`src/rtl/otter_bus_interconnect.sv`:
```
// Single-master, N-slave OTTER bus interconnect: address decode, registered slave request,
// response routing, error completion for unmapped/illegal accesses, hung-slave watchdog.
//
// state | meaning
// IDLE  | waiting for a master request
// BUSY  | request driven to the selected slave, waiting for its ack
// RESP  | one-cycle m_ack completion
// ERR   | one-cycle m_err completion (unmapped, rd&wr, or timeout)
module otter_bus_interconnect #(
  parameter int N_SLAVES = 2,
  parameter int ADDR_W   = 32,
  parameter int DATA_W   = 32,
  parameter logic [N_SLAVES*ADDR_W-1:0] SLV_BASE = {32'h1100_0000, 32'h0000_0000},
  parameter logic [N_SLAVES*ADDR_W-1:0] SLV_MASK = {32'hFFFF_FF00, 32'hFFFF_0000},
  parameter int TIMEOUT  = 16
) (
  input  logic                       clk,
  input  logic                       rst,
  input  logic [ADDR_W-1:0]          m_addr,
  input  logic [DATA_W-1:0]          m_wdata,
  input  logic [DATA_W/8-1:0]        m_wstrb,
  input  logic                       m_rd,
  input  logic                       m_wr,
  output logic [DATA_W-1:0]          m_rdata,
  output logic                       m_ack,
  output logic                       m_err,
  output logic [N_SLAVES-1:0]        s_sel,
  output logic [ADDR_W-1:0]          s_addr,
  output logic [DATA_W-1:0]          s_wdata,
  output logic [DATA_W/8-1:0]        s_wstrb,
  output logic                       s_rd,
  output logic                       s_wr,
  input  logic [N_SLAVES*DATA_W-1:0] s_rdata,
  input  logic [N_SLAVES-1:0]        s_ack,
  output logic [15:0]                err_cnt
);

  localparam int IDX_W = (N_SLAVES > 1) ? $clog2(N_SLAVES) : 1;
  localparam int TMO_W = $clog2(TIMEOUT);
  localparam logic [TMO_W-1:0]    TMO_LOAD = TMO_W'(TIMEOUT - 1);
  localparam logic [N_SLAVES-1:0] SEL_ONE  = N_SLAVES'(1);

  localparam logic [1:0] ST_IDLE = 2'd0;
  localparam logic [1:0] ST_BUSY = 2'd1;
  localparam logic [1:0] ST_RESP = 2'd2;
  localparam logic [1:0] ST_ERR  = 2'd3;

  logic [1:0]       state;
  logic [IDX_W-1:0] sel_idx;
  logic [TMO_W-1:0] tmo_cnt;
  logic             hit;
  logic [IDX_W-1:0] hit_idx;
  logic [15:0]      err_cnt_inc;

  // Descending scan so the lowest matching index is the one left standing.
  always_comb begin
    hit     = 1'b0;
    hit_idx = '0;
    for (int i = N_SLAVES - 1; i >= 0; i--) begin
      if ((m_addr & SLV_MASK[i*ADDR_W +: ADDR_W]) ==
          (SLV_BASE[i*ADDR_W +: ADDR_W] & SLV_MASK[i*ADDR_W +: ADDR_W])) begin
        hit     = 1'b1;
        hit_idx = IDX_W'(i);
      end
    end
  end

  assign err_cnt_inc = (err_cnt == 16'hFFFF) ? err_cnt : err_cnt + 16'd1;
  assign m_ack = (state == ST_RESP);
  assign m_err = (state == ST_ERR);

  always_ff @(posedge clk) begin
    if (rst) begin
      state   <= ST_IDLE;
      sel_idx <= '0;
      tmo_cnt <= '0;
      s_sel   <= '0;
      s_rd    <= 1'b0;
      s_wr    <= 1'b0;
      s_addr  <= '0;
      s_wdata <= '0;
      s_wstrb <= '0;
      m_rdata <= '0;
      err_cnt <= '0;
    end else begin
      case (state)
        ST_IDLE: begin
          if (m_rd || m_wr) begin
            if ((m_rd && m_wr) || !hit) begin
              m_rdata <= '0;
              err_cnt <= err_cnt_inc;
              state   <= ST_ERR;
            end else begin
              s_addr  <= m_addr;
              s_wdata <= m_wdata;
              s_wstrb <= m_wstrb;
              s_sel   <= SEL_ONE << hit_idx;
              s_rd    <= m_rd;
              s_wr    <= m_wr;
              sel_idx <= hit_idx;
              tmo_cnt <= TMO_LOAD;
              state   <= ST_BUSY;
            end
          end
        end
        ST_BUSY: begin
          if (s_ack[sel_idx]) begin
            m_rdata <= s_rdata[sel_idx*DATA_W +: DATA_W];
            s_sel   <= '0;
            s_rd    <= 1'b0;
            s_wr    <= 1'b0;
            state   <= ST_RESP;
          end else if (tmo_cnt == '0) begin
            m_rdata <= '0;
            s_sel   <= '0;
            s_rd    <= 1'b0;
            s_wr    <= 1'b0;
            err_cnt <= err_cnt_inc;
            state   <= ST_ERR;
          end else begin
            tmo_cnt <= tmo_cnt - 1'b1;
          end
        end
        ST_RESP: state <= ST_IDLE;
        ST_ERR:  state <= ST_IDLE;
        default: state <= ST_IDLE;
      endcase
    end
  end

endmodule

```
`config.mk`:
```
export PLATFORM = sky130hd
export DESIGN_NAME = otter_bus_interconnect
export DESIGN_NICKNAME = d
export VERILOG_FILES = /design/src/rtl/otter_bus_interconnect.sv
export SDC_FILE = /design/constraint.sdc
export NUM_CORES = 1
export LEC_CHECK = 0
export ABC_AREA = 1
export CORE_ASPECT_RATIO = 1.4
export CORE_MARGIN = 3
export CORE_UTILIZATION = 30
export DETAILED_ROUTE_END_ITERATION = 10
export GPL_TIMING_DRIVEN = 0
export PLACE_DENSITY = 0.71
export RECOVER_POWER = 25
export SLEW_MARGIN = 30
export SYNTH_ARGS = -nofsm -noshare
export SYNTH_HDL_FRONTEND = slang
export SYNTH_SLANG_ARGS = --single-unit
```
`constraint.sdc`:
```
create_clock -name clk -period 1.8 [get_ports clk]
set_input_delay 0.36 -clock clk [delete_from_list [all_inputs] [get_ports clk]]
set_output_delay 0.36 -clock clk [all_outputs]
set_load 0.01 [all_outputs]
```
# == After elaboration in Yosys (flattened, before gate mapping) ==
# Index checks and enable logic that the tools add are counted.
# totals
output_inout_bits,122
ff_bits,127
inputBits,138
# classes
bitwise,1
magnitude_cmp,1
mux,39
eq_ne,12
shifts,2
n_reduce_logical,15
add_sub_neg,2
# ops
op,count
$mux 32,4
$mux 16,5
$pmux 32 s2,1
$shiftx 64x7->32,1
$logic_not 32->1,1
$pmux 16 s2,1
$eq 24x21->1 const B,1
$add 16x1->16 const B,1
$eq 16x16->1 const B,1
$mux 2,8
$mux 4,4
$ne 2x2->1 const B,6
$mux 1,11
$reduce_and 5->1,2
$pmux 4 s2,1
$reduce_and 4->1,2
$pmux 2 s3,1
$eq 2x2->1 const B,2
$logic_not 4->1,1
$pmux 1 s2,2
$pmux 2 s2,1
$sub 4x1->4 const B,1
$ne 3x3->1 const B,1
$reduce_and 3->1,1
other kinds (11),12

# == Depth between registers and ports, before layout ==
# Gate-level depths: netlist of run 1.
# logic_depth
ltp_word,8
mapped_depth,12

# == Worst setup path before layout of run 1 ==
# OpenSTA, ideal clock, no wires.
# synth_path
path_type,reg-to-reg
startpoint,register err_cnt[1]
endpoint,register err_cnt[11]
path_buffers,1
period_less_slack_ns,1.665
required_ns,1.730
arrival_time_ns,1.595
slack_ns,0.135
path_stages_with_launch,11
cell_sequence,dfxtp_1 ha_1 nand2_2 nor2_4 inv_2 nor2_4 nand3_4 nand3_4 buf_12 nand2_2 a21oi_2
# synth_via
elab_chain_cells,5
word_cells_on_any_way,8
classes_between,add/sub: 1; eq/ne: 1; mux: 6
# synth_lines
item,line,text
start: declaration,35,output logic [15:0] err_cnt
start signal: assignment,91,err_cnt <= err_cnt_inc;
start signal: assignment,118,err_cnt <= err_cnt_inc;
$add 16x1->16 / $eq 16x16->1 (equally long branches),68,assign err_cnt_inc = (err_cnt == 16'hFFFF) ? err_cnt : err_cnt + 16'd1;
$mux 16 *,68,
$mux 16 (on tied branches),"113, 89",
$mux 16 (on tied branches),"107, 88",
$pmux 16 s2 *,86,case (state)
# Mark *: on every way between the ends. The rest lies on a longest branch, timed or not. The select of a mux whose other input is x is not followed.
# A chain may end at the register's enable or synchronous reset.

# == Worst setup path after layout of run 1 ==
# layout_path
startpoint,register err_cnt[2]
endpoint,output err_cnt[2]
# No word-level cell between the ends.

==> summary.txt, run 1 <==
status: complete, no violations
final wirelength: 19,400 um
initial antenna violation count: 0
crit-path cells: clkdlybuf4s50_1
maxcap violations: 0
vias in the first global route: 5,620
total vias in the final route: 5,985
DRT Pass-1 Iters: 4
WL/cell: 14.7 um
number of synthesized register bits: 127
clock skew: 8.99 ps
Die Y: 167 um
CTS tree: built
CP Class: reg2out
R2R Path End: err_cnt[15]$_SDFFE_PP0P_
hold worst-path end: s_addr[12]$_SDFFE_PP0P_
hpwl dp: 14,100 um
family with the most delay on the worst path: buffers and inverters
Final Cycle Share: 96.3%
CTS hold repair buffers: 0
distinct cell type count after synthesis: 34
gr usage total: 17.9%
commonest cells after routing, fill and taps aside: nand2_1, clkdlybuf4s50_1, nor2_1
Antenna Cells: 0
GPL Wtd Cong: 0.928
Hold Path Stages: 3
Row Count: 58
Worst Setup Start Kind: flop
yosys warns: 0
syn nets: 909
Worst path max stage delay: 560 ps
Nets: 1,205
first-pass GRT wire length: 28,900 um
ratio of cells with drive above 1 in the final layout: 14.3%
final hold vios: 0
Residual DRC: 0
clock sinks: 127
clk slew on worst S/H paths: 60 ps
reg2reg path depth: 12
grt ovf: 0
IO Pins: 260
post-route ant nets: 0
Seq/Total Area, Yosys: 45.7%
number of clock buffers inserted by TritonCTS: 17
Tot Pwr: 7430 uW
worst-skew pair later-pin latency: 420 ps
Core Region: 18,100 um2
syn_area_per_cell: 7.24 um2
synthesized area: 5570 um2
Hold Crit Class: in2reg
Period minus WS final: 1730 ps
final setup fails: 0
fin. max-slew vios: 0
Longest Clk Path Bufs: 2
chip width: 121 um
most common cell after layout, fill and taps aside: nand2_1
reg2reg setup slack: 90 ps
Worst Setup End Kind: output pin
Max IR drop VDD: 576 uV
min-delay src: m_addr[12]
area grow syn2layout: 71.6%
Clock Tree Root: clkbuf_16
DR iter-0 viols: 348
worst rel slew slack: 60.6%
Leak Pwr: 0.00407 uW
CP required: 1440 ps
crit path DAT: 1370 ps
H-Tree Depth: 4
Max Freq: 577 MHz
Starting Density: 30.8%
worst flop-to-flop path startpoint: sel_idx$_SDFFE_PP0P_
Synth Instances: 769
pin count of the biggest net entering global routing: 17
Pwr Density: 778 nW/um2
worst hold margin: 245 ps
CP max-delay cell: clkdlybuf4s50_1
Worst Tran Pin Value: 592 ps
Die ar.: 20,200 um2
CP Buf/Inv Count: 1
worst-path fanout max: 7
# port buffers: 259
Via density: 4.54
synthesized netlist by cell type:
cell	number	area share, %
ha_1	2	0.45
buf_2	8	0.72
buf_4	4	0.54
a21oi_1	46	4.1
buf_6	3	0.61
nor2_4	5	1.0
nand3b_1	1	0.13
nand4_1	23	2.6
nand3_1	13	1.2
nand2_1	220	15
dfxtp_1	127	46
nand3_2	2	0.36
nor3b_1	16	2.2
xor2_1	6	0.94
clkbuf_1	21	1.4
or2_2	1	0.11
nand3_4	2	0.63
inv_4	1	0.11
buf_12	1	0.36
buf_1	1	0.067
nor2_1	147	9.9
nor3b_2	1	0.22
xnor2_1	4	0.63
a31oi_1	1	0.11
o21ai_0	57	5.1
clkbuf_2	5	0.45
a21oi_2	9	1.4
inv_1	18	1.2
inv_2	6	0.40
nor2_8	1	0.36
nor2_2	2	0.22
nand2_2	12	1.3
o21ai_2	1	0.16
nand2_4	2	0.40
per-layer routing:
metal | GRT usage [%] | share of wire (%)
met2 | 32.0 | 52
met1 | 20.1 | 39
met5 | 0 | 0
met4 | 4.73 | 1.4
met3 | 6.05 | 7.1
power breakdown:
group / internal, uW / switching [uW]
sequential: 2870 / 39.3
combinational: 517 / 449
clock: 2210 / 1340
layout make-up:
cell class,count,area [um2]
Fill cell,1718,8520
Timing Repair Buffer,277,2880
Multi-Input combinational cell,574,2790
Sequential cell,127,2560
Clock buffer,18,439
Buffer,43,314
Tap cell,240,300
Clock inverter,13,164
Inverter,25,106
stage by stage:
step | cell area (um2) | TNS, ps | utilization, % | worst slack, ps | std cells
6_report | 9550 | 0 | 52.9 | 66.2 | 1317
5_1_grt | 9550 | -8.72 | 52.9 | -8.72 | 1317
4_1_cts | 9230 | -2.11 | 51.1 | -2.11 | 1303
3_5_place_dp | 8460 | -76770 | 46.8 | -794 | 1268
3_3_place_gp | 8460 | -77700 | 46.8 | -788 | 1268
2_1_floorplan | 5570 | 0 | - | 135 | 769
flip-flops by register name (all words and copies together) (netlist names):
| signal | flops |
|---|---|
| m_rdata | 32 |
| tmo_cnt | 4 |
| sel_idx | 1 |
| s_wdata | 32 |
| s_wr | 1 |
| s_rd | 1 |
| err_cnt | 16 |
| s_wstrb | 4 |
| s_addr | 32 |
| state | 2 |
| s_sel | 2 |
worst max-delay path by stage:
stage	start	slack, ps	endpoint	cells after the start
after CTS	m_addr[30]	-2	s_addr[15]$_SDFFE_PP0P_	12
final	err_cnt[2]$_SDFFE_PP0P_	70	err_cnt[2]	1
after floorplan	err_cnt[1]$_SDFFE_PP0P_	130	err_cnt[11]$_SDFFE_PP0P_	10
after global placement	m_addr[27]	-790	s_wdata[12]$_SDFFE_PP0P_	12
after detailed placement	m_addr[27]	-790	s_wdata[12]$_SDFFE_PP0P_	12
after global routing	err_cnt[0]$_SDFFE_PP0P_	-9	err_cnt[15]$_SDFFE_PP0P_	10
repair_timing:
| item | CTS | global route |
|---|---|---|
| setup buffers | 4 | 11 |
| gates resized for setup | 54 | 64 |
| pin swaps | 7 | 28 |
| endpoints found under the setup margin | 127 | 120 |
| cloned | 0 | 4 |
cell families after synthesis:
family / count (synthesis) / synth area share (%)
compound gates: 114 / 10.9
fa+ha+maj: 2 / 0.449
flops: 127 / 45.7
xor+xnor: 10 / 1.57
simple gates: 448 / 35.5
buf+inv: 68 / 5.89
Power figures use the tool's default switching activity.
==> run 2: changes to the inputs <==
--- a/config.mk
+++ b/config.mk
@@ -9,6 +9,7 @@
 export CORE_ASPECT_RATIO = 1.4
 export CORE_MARGIN = 3
 export CORE_UTILIZATION = 30
+export CTS_CLUSTER_DIAMETER = 50
 export DETAILED_ROUTE_END_ITERATION = 10
 export GPL_TIMING_DRIVEN = 0
 export PLACE_DENSITY = 0.71
==> constraint.sdc (replaced) <==
create_clock -name clk -period 2.06 [get_ports clk]
set_input_delay 0.412 -clock clk [delete_from_list [all_inputs] [get_ports clk]]
set_output_delay 0.412 -clock clk [all_outputs]
set_load 0.01 [all_outputs]
==> run 2 against run 1 <==
- non-clock buffer count down 16
- via count down 1.7%
- clock power down 13%
- critical path type unchanged
- critical endpoint is now m_ack
- register-to-register slack better by 130 ps
- final area down 4.6%
- clock skew down 3.0 ps
- wire length down 4.6%
- clock-buffer cell count unchanged
- total power down 14%
- largest cell class unchanged
- worst setup slack worse by 5.0 ps
==> summary.txt, run 2 (synthesized netlist as in run 1, its figures left out) <==
biggest regs: m_rdata x32, s_addr x32, s_wdata x32
uppermost routed layer: met4
Die ar.: 20,200 um2
final wirelength: 18,500 um
grt ovf: 0
final setup fails: 0
met3 wire len: 1370 um
pin count of the biggest net entering global routing: 17
CP required: 1650 ps
vias in the first global route: 5,553
crit-path cells: inv_1 -> nor2_1 -> clkdlybuf4s50_1
# port buffers: 259
chip width: 121 um
initial antenna violation count: 0
Row Count: 58
Leak Pwr: 0.00375 uW
Pwr Density: 704 nW/um2
clock sinks: 127
Die Y: 167 um
worst-skew pair later-pin latency: 410 ps
Longest Clk Path Bufs: 2
status: complete, no violations
Worst Setup Start Kind: flop
CP max-delay cell: clkdlybuf4s50_1
Worst path max stage delay: 580 ps
most common cell after layout, fill and taps aside: nand2_1
family with the most delay on the worst path: buffers and inverters
commonest cells after routing, fill and taps aside: nand2_1, clkdlybuf4s50_1, nor2_1
CP Buf/Inv Count: 2
maxcap violations: 0
IO Pins: 260
post-route ant nets: 0
design area: 9120 um2
final hold vios: 0
Worst Setup End Kind: output pin
clock skew: 5.98 ps
number of clock buffers inserted by TritonCTS: 17
Nets: 1,189
Starting Density: 30.8%
area grow syn2layout: 63.8%
WL/cell: 14.2 um
RSZ-0062 raised after global routing: false
Worst Tran Pin Value: 654 ps
total vias in the final route: 5,881
gr usage total: 17.7%
crit path DAT: 1590 ps
Tot Pwr: 6420 uW
wire length on met2: 9540 um
worst-path fanout max: 5
H-Tree Depth: 4
DR iter-0 viols: 353
hpwl dp: 14,100 um
Max Freq: 500 MHz
clk slew on worst S/H paths: 60 ps
Core Region: 18,100 um2
Period minus WS final: 2000 ps
CTS tree: built
worst rel slew slack: 56.4%
Clock Tree Root: clkbuf_16
dpl cell area: 8460 um2
Antenna Cells: 0
ratio of cells with drive above 1 in the final layout: 9.61%
Hold Crit Class: reg2reg
Via density: 4.52
CP Class: reg2out
GPL Wtd Cong: 0.928
Final Cycle Share: 97.0%
DRT Pass-1 Iters: 5
fin. max-slew vios: 0
first-pass GRT wire length: 28,600 um
DRT met1 WL: 7380 um
Residual DRC: 0
Max IR drop VDD: 507 uV
Setup TNS: 0 ps
CTS hold repair buffers: 0
==> run 2: per-stage QoR <==
stage / cells / utilization [%] / setup slack [ps] / hold slack (ps)
after floorplan: 769 / - / 395 / 441
after global placement: 1268 / 46.8 / -580 / 446
after detailed placement: 1268 / 46.8 / -586 / 449
after CTS: 1301 / 50.3 / 8.76 / 458
after global routing: 1301 / 50.5 / 9.52 / 469
final: 1301 / 50.5 / 61.1 / 452
==> run 2: timing repair <==
action                                  4_1_cts  5_1_grt
gates resized for setup                       2       14
pin swaps                                     1        1
endpoints found under the setup margin       54       65
setup buffers                                 2        0
==> run 2: final timing paths <==
| path | startpoint | endpoint | slack [ps] | cells after the start |
|---|---|---|---|---|
| worst max-delay path | state[1]$_SDFFE_PP0P_ | m_ack | 60 | 3 |
| worst min-delay path | m_rdata[1]$_SDFFE_PP0P_ | m_rdata[1]$_SDFFE_PP0P_ | 450 | 2 |
| worst max register to register | err_cnt[0]$_SDFFE_PP0P_ | err_cnt[14]$_SDFFE_PP0P_ | 220 | 10 |
| worst min register to register | m_rdata[1]$_SDFFE_PP0P_ | m_rdata[1]$_SDFFE_PP0P_ | 450 | 2 |
==> run 2: layout make-up <==
cell class	count	area, um2
inverters	25	98.8
multi-input cells	574	2700
well taps	240	300
clock buffers	18	439
repair buffers	261	2620
plain buffers	43	246
clock inverters	13	164
flip-flops and latches	127	2540
fillers	1762	8950
==> run 2: where the power goes <==
| group | leakage, uW | total [uW] | internal (uW) | switching, uW |
|---|---|---|---|---|
| registers | 0.00103 | 2540 | 2510 | 32.3 |
| clock network | 0.000281 | 3100 | 1930 | 1170 |
| logic | 0.00245 | 785 | 419 | 366 |
| total | 0.00375 | 6420 | 4860 | 1560 |
==> run 2: worst reg2reg max path: cells and delay by family (launching register included) <==
family | cells | cell delay, ps
buf+inv | 2 | 230
simple gates | 6 | 780
fa+ha+maj | 1 | 250
flops | 1 | 400
compound gates | 1 | 120
==> run 2: routing by layer <==
metal / track usage [%] / up-vias
li1: - / 3030
met1: 20.0 / 2644
met2: 31.6 / 192
met3: 5.95 / 15
met4: 4.73 / 0
met5: 0 / -
